<file path="src/rtl/dual_issue_split.sv">
// dual_issue_split: issue-pair sequencer for the dual-issue front end.
// Takes an (instr 1 @ PC, instr 2 @ PC+4) pair from fetch/decode. Independent
// pairs issue in both slots at once. A dependent pair issues instr 1 alone,
// then the held instr 2 alone in slot 1 on the next advancing cycle.
//
// Ports
//   ds_i_clk, ds_i_rst_n       clock, asynchronous active-low reset
//   ds_i_valid / ds_o_ready    pair handshake; ready is combinational
//   ds_i_instr_1/2, ds_i_pc    offered pair and PC of instr 1
//   ds_i_change_instr          pair is dependent and must split
//   ds_i_stall, ds_i_flush     freeze / discard (flush wins)
//   ds_o_valid/instr/pc_1/2    registered execute-lane slots
//   ds_o_split_cnt             saturating count of split pairs
module dual_issue_split #(
  parameter int IWIDTH = 32,
  parameter int PWIDTH = 32,
  parameter int CWIDTH = 16
) (
  input  logic              ds_i_clk,
  input  logic              ds_i_rst_n,
  input  logic              ds_i_valid,
  output logic              ds_o_ready,
  input  logic [IWIDTH-1:0] ds_i_instr_1,
  input  logic [IWIDTH-1:0] ds_i_instr_2,
  input  logic [PWIDTH-1:0] ds_i_pc,
  input  logic              ds_i_change_instr,
  input  logic              ds_i_stall,
  input  logic              ds_i_flush,
  output logic              ds_o_valid_1,
  output logic [IWIDTH-1:0] ds_o_instr_1,
  output logic [PWIDTH-1:0] ds_o_pc_1,
  output logic              ds_o_valid_2,
  output logic [IWIDTH-1:0] ds_o_instr_2,
  output logic [PWIDTH-1:0] ds_o_pc_2,
  output logic [CWIDTH-1:0] ds_o_split_cnt
);

  typedef enum logic {
    PAIR = 1'b0,
    HOLD = 1'b1
  } state_e;

  state_e              state_q, state_d;
  logic                valid_1_q, valid_1_d;
  logic [IWIDTH-1:0]   instr_1_q, instr_1_d;
  logic [PWIDTH-1:0]   pc_1_q, pc_1_d;
  logic                valid_2_q, valid_2_d;
  logic [IWIDTH-1:0]   instr_2_q, instr_2_d;
  logic [PWIDTH-1:0]   pc_2_q, pc_2_d;
  logic [IWIDTH-1:0]   hold_instr_q, hold_instr_d;
  logic [PWIDTH-1:0]   hold_pc_q, hold_pc_d;
  logic [CWIDTH-1:0]   split_cnt_q, split_cnt_d;

  logic                ready;
  logic                accept;
  logic [PWIDTH-1:0]   pc_plus4;

  // Wraps modulo 2^PWIDTH by construction.
  assign pc_plus4 = ds_i_pc + PWIDTH'(4);

  always_comb begin
    ready        = (state_q == PAIR) && !ds_i_stall && !ds_i_flush;
    accept       = ds_i_valid && ready;
    state_d      = state_q;
    valid_1_d    = valid_1_q;
    instr_1_d    = instr_1_q;
    pc_1_d       = pc_1_q;
    valid_2_d    = valid_2_q;
    instr_2_d    = instr_2_q;
    pc_2_d       = pc_2_q;
    hold_instr_d = hold_instr_q;
    hold_pc_d    = hold_pc_q;
    split_cnt_d  = split_cnt_q;

    if (ds_i_flush) begin
      // Leaving HOLD drops the held instr 2; instr/pc payloads are don't-care.
      valid_1_d = 1'b0;
      valid_2_d = 1'b0;
      state_d   = PAIR;
    end else if (!ds_i_stall) begin
      unique case (state_q)
        PAIR: begin
          if (accept) begin
            valid_1_d = 1'b1;
            instr_1_d = ds_i_instr_1;
            pc_1_d    = ds_i_pc;
            if (ds_i_change_instr) begin
              valid_2_d    = 1'b0;
              hold_instr_d = ds_i_instr_2;
              hold_pc_d    = pc_plus4;
              state_d      = HOLD;
              if (split_cnt_q != '1) begin
                split_cnt_d = split_cnt_q + CWIDTH'(1);
              end
            end else begin
              valid_2_d = 1'b1;
              instr_2_d = ds_i_instr_2;
              pc_2_d    = pc_plus4;
            end
          end else begin
            valid_1_d = 1'b0;
            valid_2_d = 1'b0;
          end
        end
        HOLD: begin
          // Held instr 2 is now the oldest, so it goes out in slot 1.
          valid_1_d = 1'b1;
          instr_1_d = hold_instr_q;
          pc_1_d    = hold_pc_q;
          valid_2_d = 1'b0;
          state_d   = PAIR;
        end
        default: state_d = PAIR;
      endcase
    end
  end

  always_ff @(posedge ds_i_clk or negedge ds_i_rst_n) begin
    if (!ds_i_rst_n) begin
      state_q      <= PAIR;
      valid_1_q    <= 1'b0;
      instr_1_q    <= '0;
      pc_1_q       <= '0;
      valid_2_q    <= 1'b0;
      instr_2_q    <= '0;
      pc_2_q       <= '0;
      hold_instr_q <= '0;
      hold_pc_q    <= '0;
      split_cnt_q  <= '0;
    end else begin
      state_q      <= state_d;
      valid_1_q    <= valid_1_d;
      instr_1_q    <= instr_1_d;
      pc_1_q       <= pc_1_d;
      valid_2_q    <= valid_2_d;
      instr_2_q    <= instr_2_d;
      pc_2_q       <= pc_2_d;
      hold_instr_q <= hold_instr_d;
      hold_pc_q    <= hold_pc_d;
      split_cnt_q  <= split_cnt_d;
    end
  end

  assign ds_o_ready     = ready;
  assign ds_o_valid_1   = valid_1_q;
  assign ds_o_instr_1   = instr_1_q;
  assign ds_o_pc_1      = pc_1_q;
  assign ds_o_valid_2   = valid_2_q;
  assign ds_o_instr_2   = instr_2_q;
  assign ds_o_pc_2      = pc_2_q;
  assign ds_o_split_cnt = split_cnt_q;

endmodule

</file>
<file path="config.mk">
export PLATFORM = sky130hd
export DESIGN_NAME = dual_issue_split
export DESIGN_NICKNAME = d
export VERILOG_FILES = /design/src/rtl/dual_issue_split.sv
export SDC_FILE = /design/constraint.sdc
export NUM_CORES = 1
export LEC_CHECK = 0
export BUFFER_PORTS_ARGS = -buffer_cell sky130_fd_sc_hd__buf_2
export CAP_MARGIN = 30
export CORE_ASPECT_RATIO = 1.1
export CORE_MARGIN = 2
export CORE_UTILIZATION = 33
export CTS_CLUSTER_DIAMETER = 120
export CTS_CLUSTER_SIZE = 12
export DETAILED_ROUTE_END_ITERATION = 6
export PLACE_DENSITY = 0.65
export SLEW_MARGIN = 0
export SYNTH_ARGS = -nofsm -noshare
export SYNTH_HDL_FRONTEND = slang
export SYNTH_SLANG_ARGS = --single-unit
</file>
<file path="constraint.sdc">
create_clock -name ds_i_clk -period 2.8 [get_ports ds_i_clk]
set_input_delay 0.56 -clock ds_i_clk [delete_from_list [all_inputs] [get_ports ds_i_clk]]
set_output_delay 0.56 -clock ds_i_clk [all_outputs]
set_load 0.005 [all_outputs]
</file>
# Word level (Yosys, flattened, before mapping)
# Cells that the tools add are included.
dict set report word_totals {
  reg_bits 211
  out_inout_bits 147
  in_bits 102
}
dict set report classes {
  bitwise 4
  add_sub_neg 2
  n_eq_ne 3
  n_mux 18
  reduce_logical 9
}
# cell n
set op_table {}
lappend op_table {{$pmux W32 S2} 2}
lappend op_table {{$mux W32} 2}
lappend op_table {{$add A32 B3 Y32 const B} 1}
lappend op_table {{$add A16 B1 Y16 const B} 1}
lappend op_table {{$ne A16 B16 Y1 const B} 1}
lappend op_table {{$mux W1} 11}
lappend op_table {{$reduce_and A5 Y1} 2}
lappend op_table {{$pmux W1 S2} 3}
lappend op_table {{$reduce_and A6 Y1} 1}
lappend op_table {{$not A1 Y1} 4}
lappend op_table {{$logic_and A1 B1 Y1} 3}
lappend op_table {{$reduce_and A3 Y1} 1}
lappend op_table {{$logic_not A1 Y1} 2}
lappend op_table {{$ne A2 B1 Y1 const B} 1}
lappend op_table {{$ne A2 B2 Y1 const B} 1}

# Longest topological paths before layout
dict set report logic_depth {
  depth_word 8
  depth_mapped 8
}

# Worst setup path before layout
# Ideal clock, no wire load.
dict set report synth_path {
  kind {input-to-reg}
  startpoint {in ds_i_pc[2]}
  endpoint {reg pc_2_q[28], in the netlist ds_o_pc_2[28]}
  required_ps 2675
  stages 6
  setup_slack_ps 979
  setup_ps 125
  path_buffers 0
  t_arrival_ps 1696
  path_cell_list {ha_1 nand3_1 nor2_2 nand4_1 xnor2_1 mux2_2}
}
dict set report synth_between {
  elab_chain_len 1
}
# element line
set synth_rtl {}
lappend synth_rtl {{from (decl)} 25} ;# input logic [PWIDTH-1:0] ds_i_pc,
lappend synth_rtl {{$add A32 B3 Y32} 59} ;# assign pc_plus4 = ds_i_pc + PWIDTH'(4);
lappend synth_rtl {{to (signal assigned)} 137} ;# pc_2_q <= pc_2_d;
lappend synth_rtl {{to (decl)} 49} ;# logic [PWIDTH-1:0] pc_2_q, pc_2_d;
# Every way passes these cells.
# A chain may end at the register's enable or synchronous reset.

# Worst setup path in the final report
dict set report layout_path {
  startpoint {reg state_q}
  endpoint {out ds_o_ready}
}
dict set report layout_between {
  elab_chain_len 3
}
# element line
set layout_rtl {}
lappend layout_rtl {{from (decl)} 43} ;# state_e state_q, state_d;
lappend layout_rtl {{from (signal assigned)} 131} ;# state_q <= state_d;
lappend layout_rtl {{$not A1 Y1 (no source line)} --}
lappend layout_rtl {{$logic_and A1 B1 Y1 (2 in series)} 62} ;# ready = (state_q == PAIR) && !ds_i_stall && !ds_i_flush;
lappend layout_rtl {{to (decl)} 22} ;# output logic ds_o_ready,
# Every way passes these cells.

==> results.toml <==
[outcome]
outcome = "finished, final reports clean"

[power]
vdd_drop_max_mv = 0.3620
power.total_w = 0.007869
p_leak_nw = 5.207
p_per_area_nw_per_um2 = 695.8

[critical_path]
cp_max_fo = 16
cp-start-kind = "register"
r2r_start = "state_q"
endpoint_kind = "output port"
required_ns = 2.24
r2r_slack_ns = 0.68
startpoint = "state_q"
arrival_ns = 1.64
timing_worst_setup_path_type = "register to output port"
ff2ff_path_depth = 5
r2r_end = "ds_o_split_cnt[14]"

[grt]
grt_pass1_vias = 6869
gr-total-overflow = 0
grt_start_max_net_pins = 73
grt_usage = 0.1580
grt_first_pass_wirelength_um = 36450
antenna_found_initial = 2

[detailed_routing]
initialDrtViolationCount = 423
ant_nets = 0
drt-wirelength-per-cell_um = 16.20
drc = 0
vias = 6820
drt-vias-per-instance = 4.739
dr.pass1.iters = 4
finalWirelength_um = 23320

[cts]
postCtsSetupBuffers = 0
clk_path_buf_depth = 3
root_buffer = "clkbuf_16"
cts_tree = "built"
cts_inserted_buffers = 21
clk_latency_ns = 0.49
h-tree-depth = 1
cts_num_sinks = 211
path_clk_slew_ns = 0.06

[job]
max_cap_viol_count = 0

[yosys]
synthCells = 837
synthesis.nets = 941
synth.area.top_cells = "dfrtp_1 58%, mux2i_1 7.2%, mux2_2 6.2%, nand2_1 6.0%, a21oi_1 4.7%"
ys_seq_area_frac = 0.5817
async_reset_ff_frac = 1.000
synth.top_cell.area_share = 0.5817
synth-edff-count = 0
syn_area_um2 = 9077
syn_avg_cell_area_um2 = 10.85
synth_seq_cells = 211
yosysTopAreaCell = "dfrtp_1"
ys_types = 37
yosys_warnings = 0
yosys_most_used_dff = "dfrtp_1"

[floorplan]
die_w_um = 162.1
io_pins = 249
die_area_um2 = 28850
core_area_um2 = 27040
initial_core_util = 0.3357
num_rows = 63
die_h_um = 178.0

[min_path]
min_path_type = "input pin to register"
min-delay-start = "ds_i_instr_2[6]"
holdPathStages = 3
whs_endpoint = "hold_instr_q[6]"

[placed_design]
io_buffers = 248
placed_area_um2 = 10760
dp_cells = 1413
pre_cts_ws_ns = 0.4629
dp_hpwl_um = 16230
place.gp.congestion = 0.7843

[layout]
syn_to_final_growth_pct = 24.59
stdcell_count = 1439
nFillCells = 2626
nets = 1184
fin_area_um2 = 11310
drive_gt1_frac = 0.3296

[timing]
rsz0062_at_grt = "no"
setup_viol = 0
period_share = 0.7842
slew_headroom = 0.5251
finalSetupTns_ns = 0
worst_slack_ns = 0.6042
report.final.hold_viol_count = 0
final_max_slew_viol_count = 0
skew_ns = 0.006748
max_freq_ghz = 0.4554
period_needed_ns = 2.196
worstMarginPinSlew_ns = 0.7123
## Yosys cell counts (2+ instances only)
cell type	n
inv_1	5
and3_1	5
nand3_1	17
nand4_1	16
a21o_1	2
clkbuf_1	17
nor4_1	3
nor2_1	93
nand2_1	146
and2_1	3
mux2i_1	65
nor3_2	6
ha_1	2
o21ai_1	9
xnor2_1	25
nor3_1	3
mux2_2	50
xor2_1	16
dfrtp_1	211
o21ai_0	14
nand3_2	2
buf_4	5
a21oi_1	85
buf_2	22
nor2_2	3
## worst max-delay path: stages, from the launching register on
cell     delay [ns]
dfrtp_4        0.61
nor3_4         0.32
buf_2          0.21
## placed cells by master, fill, tap and decap left out, drive strengths merged
cell and count:
buf 264, dfrtp 211, nand2 146, nor2 96, a21oi 85, mux2i 65
mux2 51, xnor2 25, o21ai 23, clkbuf 22, nand3 19, nand4 18
xor2 16, nor3 10, inv 5, and3 5, nor4 4, and2 3
diode 2, a21o 2, ha 2, nand2b 1, and4 1, o31a 1
o31ai 1, o211ai 1, nor2b 1, clkinvlp 1, dlygate4sd3 1
## power by group
group / total, W / leakage (nW) / switching [W] / internal [W]
clock network: 0.00244 / 0.260 / 0.00111 / 0.00133
logic: 0.00145 / 2.43 / 0.000724 / 0.000726
registers: 0.00398 / 2.51 / 0.000339 / 0.00364
total: 0.00787 / 5.21 / 0.00217 / 0.00570
## metal layers
metal  track usage  vias up  routed length, µm  part of all wire
li1              -     3304                  -                 -
met1        0.2049     3281              10050              0.43
met2        0.2612      202              10920              0.47
met3       0.04090       33               1817             0.078
met4       0.04646        0                529             0.023
met5             0        -                  0                 0
## logic make-up after synthesis
group / share of synthesized area
mux: 0.1349
compound gates: 0.06589
xor+xnor: 0.03956
buf+inv: 0.02660
fa+ha+maj: 0.002756
simple gates: 0.1486
flops: 0.5817
## flip-flops by register name, summed over array words and instances, names as in the netlist
signal,cells
ds_o_instr_1,32
state_q,1
ds_o_valid_2,1
ds_o_valid_1,1
ds_o_pc_1,32
hold_instr_q,32
ds_o_instr_2,32
hold_pc_q,32
ds_o_pc_2,32
ds_o_split_cnt,16
## cell type report
cell class	count	area, µm²	area share
clock buffers	22	529.3	0.04680
flip-flops and latches	211	5284	0.4672
diodes	2	5.005	0.0004425
clock inverters	1	7.507	0.0006638
well taps	357	446.7	0.03950
multi-input cells	576	3575	0.3161
repair buffers	265	1444	0.1277
inverters	5	18.77	0.001659
## worst max path at each step
stage                               end  slack, ns  depth (start not counted)
after global placement    ds_o_pc_2[28]       0.50                          7
after global routing         ds_o_ready       0.55                          2
after CTS                    ds_o_ready       0.57                          2
after floorplan           ds_o_pc_2[28]       0.98                          6
after detailed placement  hold_pc_q[26]       0.46                          7
final                        ds_o_ready       0.60                          2
## repair_timing
action | CTS | global route
hold buffers | 1 | 0
resized for setup | 0 | 0
endpoints found under the hold margin | 44 | 0
## through the flow
step	hold WS, ns	util
6_report	0.2750	0.4183
5_1_grt	0.2706	0.4182
4_1_cts	0.2447	0.4181
3_5_place_dp	0.4619	0.3979
3_3_place_gp	0.4568	0.3979
2_1_floorplan	0.2644	-
(Power assumes the default switching activity.)
